===== src/rtl/key_bytes_to_words_pkg.sv =====
// Shared types and default constants for the RC5 key byte-to-word loader.
package key_bytes_to_words_pkg;

    localparam int unsigned W        = 32;
    localparam int unsigned U        = 4;
    localparam int unsigned B        = 16;
    localparam int unsigned C        = 4;
    localparam int unsigned B_LENGTH = $clog2(B);
    localparam int unsigned C_LENGTH = $clog2(C);

    typedef enum logic [1:0] {
        IDLE   = 2'd0,
        CLEAR  = 2'd1,
        LOAD   = 2'd2,
        FINISH = 2'd3
    } state_t;

endpackage


===== src/rtl/key_bytes_to_words.sv =====
// RC5 key byte-to-word conversion: for i = b-1 downto 0,
// L[i/u] = (L[i/u] << 8) + K[i], one byte per cycle against external stores.
// Optional macro KEY_BYTES_TO_WORDS_CLEAR_EN adds a CLEAR phase that zeroes
// L[0..c-1] before the byte loads.
module key_bytes_to_words
    import key_bytes_to_words_pkg::*;
#(
    parameter int unsigned b        = B,
    parameter int unsigned b_length = B_LENGTH,
    parameter int unsigned w        = W,
    parameter int unsigned u        = U,
    parameter int unsigned c        = C,
    parameter int unsigned c_length = C_LENGTH
) (
    input  logic                clk1,
    input  logic                rst,
    input  logic                start,
    input  logic [7:0]          key_sub_i,
    input  logic [w-1:0]        L_sub_i,
    output logic [b_length-1:0] key_address,
    output logic [c_length-1:0] L_address,
    output logic [w-1:0]        L_sub_i_prima,
    output logic                L_we,
    output logic                busy,
    output logic                done
);

    localparam int unsigned         SHIFT = $clog2(u);
    localparam logic [b_length-1:0] I_TOP = b_length'(b - 1);

    // Word count must cover the key exactly: c = ceil(b/u).
    if (c != (b + u - 1) / u) begin : g_bad_c
        $error("key_bytes_to_words: c must equal ceil(b/u)");
    end

    state_t              state, state_next;
    logic [b_length-1:0] i, i_next;

`ifdef KEY_BYTES_TO_WORDS_CLEAR_EN
    localparam logic [c_length-1:0] J_LAST = c_length'(c - 1);
    logic [c_length-1:0] j, j_next;

    // State, byte counter and clear counter registers.
    always_ff @(posedge clk1 or posedge rst) begin
        if (rst) begin
            state <= IDLE;
            i     <= '0;
            j     <= '0;
        end else begin
            state <= state_next;
            i     <= i_next;
            j     <= j_next;
        end
    end
`else
    // State and byte counter registers.
    always_ff @(posedge clk1 or posedge rst) begin
        if (rst) begin
            state <= IDLE;
            i     <= '0;
        end else begin
            state <= state_next;
            i     <= i_next;
        end
    end
`endif

    // Next-state logic and all outputs, decoded from state and counters.
    always_comb begin
        state_next    = state;
        i_next        = i;
`ifdef KEY_BYTES_TO_WORDS_CLEAR_EN
        j_next        = j;
`endif
        key_address   = '0;
        L_address     = '0;
        L_sub_i_prima = '0;
        L_we          = 1'b0;
        busy          = 1'b0;
        done          = 1'b0;

        case (state)
            IDLE: begin
                if (start) begin
                    i_next = I_TOP;
`ifdef KEY_BYTES_TO_WORDS_CLEAR_EN
                    j_next     = '0;
                    state_next = CLEAR;
`else
                    state_next = LOAD;
`endif
                end
            end
`ifdef KEY_BYTES_TO_WORDS_CLEAR_EN
            CLEAR: begin
                busy      = 1'b1;
                L_we      = 1'b1;
                L_address = j;
                if (j == J_LAST) begin
                    state_next = LOAD;
                end else begin
                    j_next = j + 1'b1;
                end
            end
`endif
            LOAD: begin
                busy          = 1'b1;
                L_we          = 1'b1;
                key_address   = i;
                L_address     = c_length'(i >> SHIFT);
                // Shift the word up one byte and append K[i]; top byte drops (mod 2^w).
                L_sub_i_prima = w'({L_sub_i, key_sub_i});
                if (i == '0) begin
                    state_next = FINISH;
                end else begin
                    i_next = i - 1'b1;
                end
            end
            FINISH: begin
                busy       = 1'b1;
                done       = 1'b1;
                state_next = IDLE;
            end
            default: state_next = IDLE;
        endcase
    end

endmodule


===== config.mk =====
export PLATFORM = sky130hd
export DESIGN_NAME = key_bytes_to_words
export DESIGN_NICKNAME = d
export VERILOG_FILES = /design/src/rtl/key_bytes_to_words_pkg.sv /design/src/rtl/key_bytes_to_words.sv
export SDC_FILE = /design/constraint.sdc
export NUM_CORES = 1
export LEC_CHECK = 0
export ABC_CLOCK_PERIOD_IN_PS = 1300
export CORE_ASPECT_RATIO = 1.1
export CORE_MARGIN = 2
export CORE_UTILIZATION = 35
export DETAILED_ROUTE_END_ITERATION = 8
export DONT_BUFFER_PORTS = 1
export MAX_ROUTING_LAYER = met4
export PLACE_DENSITY_LB_ADDON = 0.1
export SYNTH_ARGS = -nofsm -noshare
export SYNTH_HDL_FRONTEND = slang
export SYNTH_SLANG_ARGS = --single-unit

===== constraint.sdc =====
create_clock -name clk1 -period 1.3 [get_ports clk1]
set_input_delay 0.195 -clock clk1 [delete_from_list [all_inputs] [get_ports clk1]]
set_output_delay 0.195 -clock clk1 [all_outputs]
set_load 0.005 [all_outputs]

# Word-level counts from Yosys, hierarchy flattened
# Index checks and enable logic that the tools add are counted.
# word_totals
ff_bits	6
word_cells	26
# classes
n_addsub	1
eq_ne	5
muxes	12
reduce_logical	6
# op_table
cell	n
two-way mux 32 bit	1
two-way mux 4 bit	3
case mux 4 bit (2 select lines)	1
two-way mux 2 bit	3
!= test 2 bit, second input constant	3
== test 2 bit, second input constant	2
zero test 4 bit	1
case mux 2 bit (2 select lines)	1
subtractor 4 x 1 -> 4 bit, second input constant	1
two-way mux 1 bit	3
AND reduction 3 bit	1
zero test 2 bit	1
AND reduction 2 bit	1
nonzero test 2 bit	1
OR reduction 2 bit	1

# Logic depth before layout (Yosys ltp)
# Gate-level depths: netlist of run 1.
# depth
word_depth	3
ltp_mapped	5

# Least setup slack after synthesis of run 1
# OpenSTA, ideal clock, no wires.
# synth_path
path_type	reg2reg
startpoint	reg i[0]
endpoint	reg i[3]
setup_ns	0.132
arrival_ns	1.223
t_required_ns	1.168
setup_slack_ns	-0.054
path_stages_with_launch	6
n_path_buf	0
period_less_slack_ns	1.354
path_cell_list	dfrtp_1 inv_1 ha_1 nand4bb_1 nand4_1 or3b_1
# synth_via
elab_chain_cells	3
elab_cells_between_ends	6
cone_classes	add/sub (1); eq/ne (1); mux (2); reduce/logical (2)
# synth_rtl
item	line_no	source
start: declaration	key_bytes_to_words.sv:37	logic [b_length-1:0] i, i_next;
start signal: assignment	key_bytes_to_words.sv:63	i <= i_next;
subtractor 4 x 1 -> 4 bit / zero test 4 bit (equally long branches)	key_bytes_to_words.sv:116, key_bytes_to_words.sv:113	
two-way mux 4 bit / != test 2 bit (equally long branches)	--	
case mux 4 bit (2 select lines) / AND reduction 3 bit (equally long branches)	--	
# Several ways; a longest one is shown, not always the timed one. The select of a mux whose other input is x is not followed.
# A chain may end at the register's enable or synchronous reset.

# Final worst setup path of run 1
# layout_path
startpoint	reg state[1]
endpoint	out L_sub_i_prima[21]
# layout_via
elab_chain_cells	2
# layout_rtl
item	line_no	source
start: declaration	key_bytes_to_words.sv:36	state_t state, state_next;
start signal: assignment	key_bytes_to_words.sv:62	state <= state_next;
== test 2 bit	key_bytes_to_words.sv:82	case (state)
two-way mux 32 bit	key_bytes_to_words.sv:82	
end: declaration	key_bytes_to_words.sv:22	output logic [w-1:0] L_sub_i_prima,
# No other way between the ends.

==> metrics.txt, run 1 <==
Pwr per Cell Area=roughly 2300 nW/um2; Yosys cell types=18; Crit Path Class=register to output port; pre-CTS setup slack=-0.06356 ns; part of the Yosys area used for sequential elements=25.97%; # H-tree levels=1; post-layout power=approximately 1.9 mW; GRT Util Overall=about 13%; Die ar.=1993 um2; fillers=140; first-pass GRT wire length=1.821 mm; CP peak stage delay=about 0.39 ns; area grow syn2layout=40.04%; CTS root buf=clkbuf_4; Num Clock Sinks=6; worst r2r dst=i[3]; drc violations=0; final worst path period share=107.5%; Design Area, Final=809.5 um2; Mapped Cells=73; Max-slew headroom=84.25%; worst endpoint required time=1.11 ns; slowest CP cell=dfrtp_1; Max VDD drop=1.072 mV; max-cap violation count=0; slack of the critical path=-0.09739 ns; CTS clk-pin slew, worst paths=0.05 ns; Worst Hold Class=primary input to register; # diodes=0; Lkg Pwr=between 0.3 and 0.4 nW; 1st-pass router iterations=4; critical path cell sequence=and2b_2 -> buf_12 -> and2_1; clk_lat worst skew=0.24 ns; crit path DAT=1.20 ns; Clock Tree Buf Depth=2; Comb pwr share=73.3%; post-DP HPWL=1.121 mm; Initial DRC Count=7; layout cells sized above 1=39.53%; sequential group share of total power=17.6%; total wire length=1.449 mm; number of antenna violations at the first check in global routing=0; largest net degree at the start of global routing=35; crit path capture type=output port; Final Util=51.97%; Slew Limit Fails=0; unrepaired setup endpoints after global routing=yes; Fin Hold WS=0.2516 ns; status=finished with violations; worst flop-to-flop path startpoint=state[1]; layout net count=between 100 and 150; R2R cell count=5; chip width=roughly 43 um; Final Instance Count excl. Fillers=about 100; sw frac=38.77%; syn_nets=~120; CTS tree=yes; Worst Clk Skew=roughly 0.0045 ns; Wirelength per Cell=~14 um; most frequent cells in the layout=and2_1, buf_4, dfrtp_1; Starting Density=between 30% and 40%; die height=approximately 47 um; Crit. Startpoint=state[1]; number of port buffers=0; worst path bufs/invs=1; Final Setup Violations=42; Yosys warning count=0; fmax=~0.72 GHz; R2R Setup Slk=-0.09 ns; Clock power frac=9.1%; crit-path leading delay family=simple AND/OR/NAND/NOR gates; critical-path maximum fanout=34; Vias=538; Yosys reg bits=6; failing checks=setup timing; Synth Cell Area=a little under 600 um2; Overflow after GRT=0; CTS buffer count=3; Placed Area=639.4 um2; Final Hold Vio Count=0; Via density=5.223; # IOs=84; Mean Syn Cell Area=7.919 um2; most common cell after layout, fill and taps aside=and2_1; # placed instances=92; P_int=between 1 and 1.5 mW; Core ar.=1558 um2; std cell rows=15; vias in the first global route=433; Psw=0.7293 mW; measured slew at the worst slew-check pin=around 0.24 ns; CP Capture Point=L_sub_i_prima[21]; Startpoint Class=register; setup_tns=-3.458 ns; RePlAce Congestion=between 0.7 and 0.8; Stages on worst setup path=3; minimum clock period=1.397 ns; Final ANT Viol Nets=0
==> logic make-up (layout without fill, tap and decap cells) <==
logic type / after synthesis / in the layout / synth area share [%]
AOI/OAI and AO/OA: 8 / 8 / 8.224
adders and majority gates: 1 / 1 / 2.164
buffers and inverters: 12 / 25 / 10.82
DFF: 6 / 6 / 25.97
and+or+nand+nor: 46 / 46 / 52.82
==> sequential cells by signal (all words and copies together) (netlist names) <==
signal	flops
i	4
state	2
==> cell usage after synthesis, drive strengths merged <==
cell type	count	share of area [%]
or3b	2	3.0
and4bb	1	2.2
inv	4	2.6
o21ba	1	1.7
clkbuf	3	1.9
and2b	1	1.3
nor3b	1	1.3
and2	38	41
a21oi	5	4.3
nand4bb	1	1.9
dfrtp	6	26
nand4	1	1.1
nor3	1	0.86
buf	5	6.3
ha	1	2.2
a31oi	2	2.2
==> layer usage <==
layer	vias up	wire [um]	GRT usage, %
met3	2	138	2.745
met4	0	14	5.625
met5	-	0	-
met2	39	785	22.12
met1	240	511	13.68
li1	257	-	-
==> power by group through the flow <==
stage	clock, mW	sequential (mW)	combinational, mW
after floorplan	0	0.330	0.777
after global placement	0	0.328	1.03
after detailed placement	0	0.330	1.03
after CTS	0.178	0.316	1.12
after global routing	0.187	0.346	1.53
final	0.171	0.331	1.38
==> repair_timing <==
item	4_1_cts	5_1_grt
setup endpoints to repair	42	43
gates resized for setup	6	14
hold buffers	1	0
buffers inserted	3	4
hold endpoints to repair	6	0
cloned	0	0
pin swaps	1	4
==> area by class of cell <==
class	count	area, um2	share of cell area, %
Clock buffer	3	22.52	2.782
Inverter	4	15.01	1.855
Timing Repair Buffer	18	177.7	21.95
Sequential cell	6	150.1	18.55
Tap cell	17	21.27	2.628
Multi-Input combinational cell	55	422.9	52.24
==> worst min path at each step <==
stage | start | endpoint | slack (ns) | depth (start not counted)
2_1_floorplan | rst | i[0] | -0.01 | 1
5_1_grt | start | state[1] | 0.27 | 2
6_report | start | i[3] | 0.25 | 2
3_5_place_dp | rst | state[1] | 0.03 | 1
3_3_place_gp | rst | state[1] | 0.02 | 1
4_1_cts | start | i[3] | 0.26 | 2
Power figures use the tool's default switching activity.
==> inputs of run 2 (changes only) <==
--- a/config.mk
+++ b/config.mk
@@ -5,10 +5,11 @@
 export SDC_FILE = /design/constraint.sdc
 export NUM_CORES = 1
 export LEC_CHECK = 0
-export ABC_CLOCK_PERIOD_IN_PS = 1300
+export ABC_CLOCK_PERIOD_IN_PS = 1250
 export CORE_ASPECT_RATIO = 1.1
 export CORE_MARGIN = 2
 export CORE_UTILIZATION = 35
+export CTS_CLUSTER_DIAMETER = 150
 export DETAILED_ROUTE_END_ITERATION = 8
 export DONT_BUFFER_PORTS = 1
 export MAX_ROUTING_LAYER = met4
==> constraint.sdc (replaced) <==
create_clock -name clk1 -period 1.25 [get_ports clk1]
set_input_delay 0.1875 -clock clk1 [delete_from_list [all_inputs] [get_ports clk1]]
set_output_delay 0.1875 -clock clk1 [all_outputs]
set_load 0.005 [all_outputs]
==> metrics.txt, run 2 (synthesis results as in run 1) <==
layout cells sized above 1=38.82%; Max-slew headroom=around 83%; vias in the first global route=445; unrepaired setup endpoints after global routing=yes; Lkg Pwr=0.3462 nW; sequential cell area=150.1 um2; CTS clk-pin slew, worst paths=0.05 ns; setup_tns=-4.892 ns; die height=46.63 um; CTS buffer count=3; slack of the critical path=-0.1424 ns; std cell rows=15; Hold Crit Start=start; failing checks=setup timing; Final ANT Viol Nets=0; number of antenna violations at the first check in global routing=0; minimum clock period=1.392 ns; measured slew at the worst slew-check pin=0.2527 ns; final worst path period share=111.4%; worst flop-to-flop path startpoint=state[1]; 1st-pass router iterations=3; Pwr per Cell Area=about 2400 nW/um2; most frequent cells in the layout=and2_1, buf_4, dfrtp_1; Final Instance Count excl. Fillers=102; # IOs=84; # placed instances=slightly above 90; Via density=5.216; R2R cell count=4; Overflow after GRT=0; worst hold stages=2; Reg with most FFs=i; crit path DAT=1.20 ns; CTS root buf=clkbuf_4; fillers=148; R2R Setup Slk=-0.05 ns; critical-path maximum fanout=34; Startpoint Class=register; max-cap violation count=0; Crit Path Class=register to output port; Worst Clk Skew=roughly 0.0032 ns; area grow syn2layout=38.31%; hold endpoint=state[1]; Starting Density=37.11%; Final Setup Violations=just over 40; GRT Util Overall=a little over an eighth; Final Hold Vio Count=0; Fin Hold WS=0.2140 ns; first-pass GRT wire length=1.925 mm; Worst Hold Class=primary input to register; total wire length=between 1 and 1.5 mm; # H-tree levels=1; largest registers=i (4), state (2); worst r2r dst=i[3]; Initial DRC Count=10; crit path capture type=output port; RePlAce Congestion=0.7707; Clock Tree Buf Depth=2; # diodes=0; Final Util=51.33%; CTS tree=yes; number of port buffers=0; Num Clock Sinks=6; most common cell after layout, fill and taps aside=and2_1; Max VDD drop=~1.1 mV; Core ar.=1558 um2; status=finished with violations; Die ar.=1993 um2; layout net count=131; clk_lat worst skew=0.25 ns; Slew Limit Fails=0; largest net degree at the start of global routing=35; multi-input logic area=429.2 um2; post-DP HPWL=1.129 mm; fmax=0.7182 GHz; drc violations=0; chip width=42.75 um; Vias=532; Wirelength per Cell=14.10 um; max reg flops=4; worst endpoint required time=1.06 ns
==> run 2: worst max-delay path by stage <==
stage / start / endpoint / slack [ns]
2_1_floorplan: i[0] / i[3] / -0.08
3_3_place_gp: i[0] / i[3] / -0.14
3_5_place_dp: i[0] / i[3] / -0.17
4_1_cts: state[0] / L_sub_i_prima[9] / -0.15
5_1_grt: state[0] / L_sub_i_prima[23] / -0.21
6_report: state[1] / L_sub_i_prima[9] / -0.14
==> run 2: per-stage QoR <==
step	area [um2]	total power [mW]	setup slack, ns
after floorplan	578.1	1.151	-0.07542
after global placement	646.9	1.412	-0.1389
after detailed placement	646.9	1.416	-0.1704
after CTS	749.5	1.780	-0.1527
after global routing	799.5	2.076	-0.2131
final	799.5	1.894	-0.1424
==> run 2: critical path: stages (launching register included) <==
cell and delay (ns):
dfrtp_1 0.39, and2b_2 0.24, buf_12 0.16, and2_1 0.17
==> run 2: power breakdown <==
| group | internal [mW] | switching, mW |
|---|---|---|
| Combinational | 0.740 | 0.620 |
| Clock | 0.109 | 0.0759 |
| Sequential | 0.282 | 0.0669 |
==> run 2: layout make-up <==
type | instances | area share (%)
Inverter | 4 | 1.878
Sequential cell | 6 | 18.78
Tap cell | 17 | 2.660
Timing Repair Buffer | 17 | 20.19
Multi-Input combinational cell | 55 | 53.68
Clock buffer | 3 | 2.817
==> run 2: what timing repair did <==
item	CTS	global route
hold endpoints to repair	6	0
setup endpoints to repair	43	44
resized for setup	12	9
setup buffers	5	0
hold buffers	1	0
pin swaps	7	1
==> run 2: routing by layer <==
layer | global-route usage, % | part of all wire (%)
met5 | - | 0
met4 | 7.500 | 0
met3 | 2.353 | 9.7
met2 | 24.55 | 55
met1 | 14.49 | 35
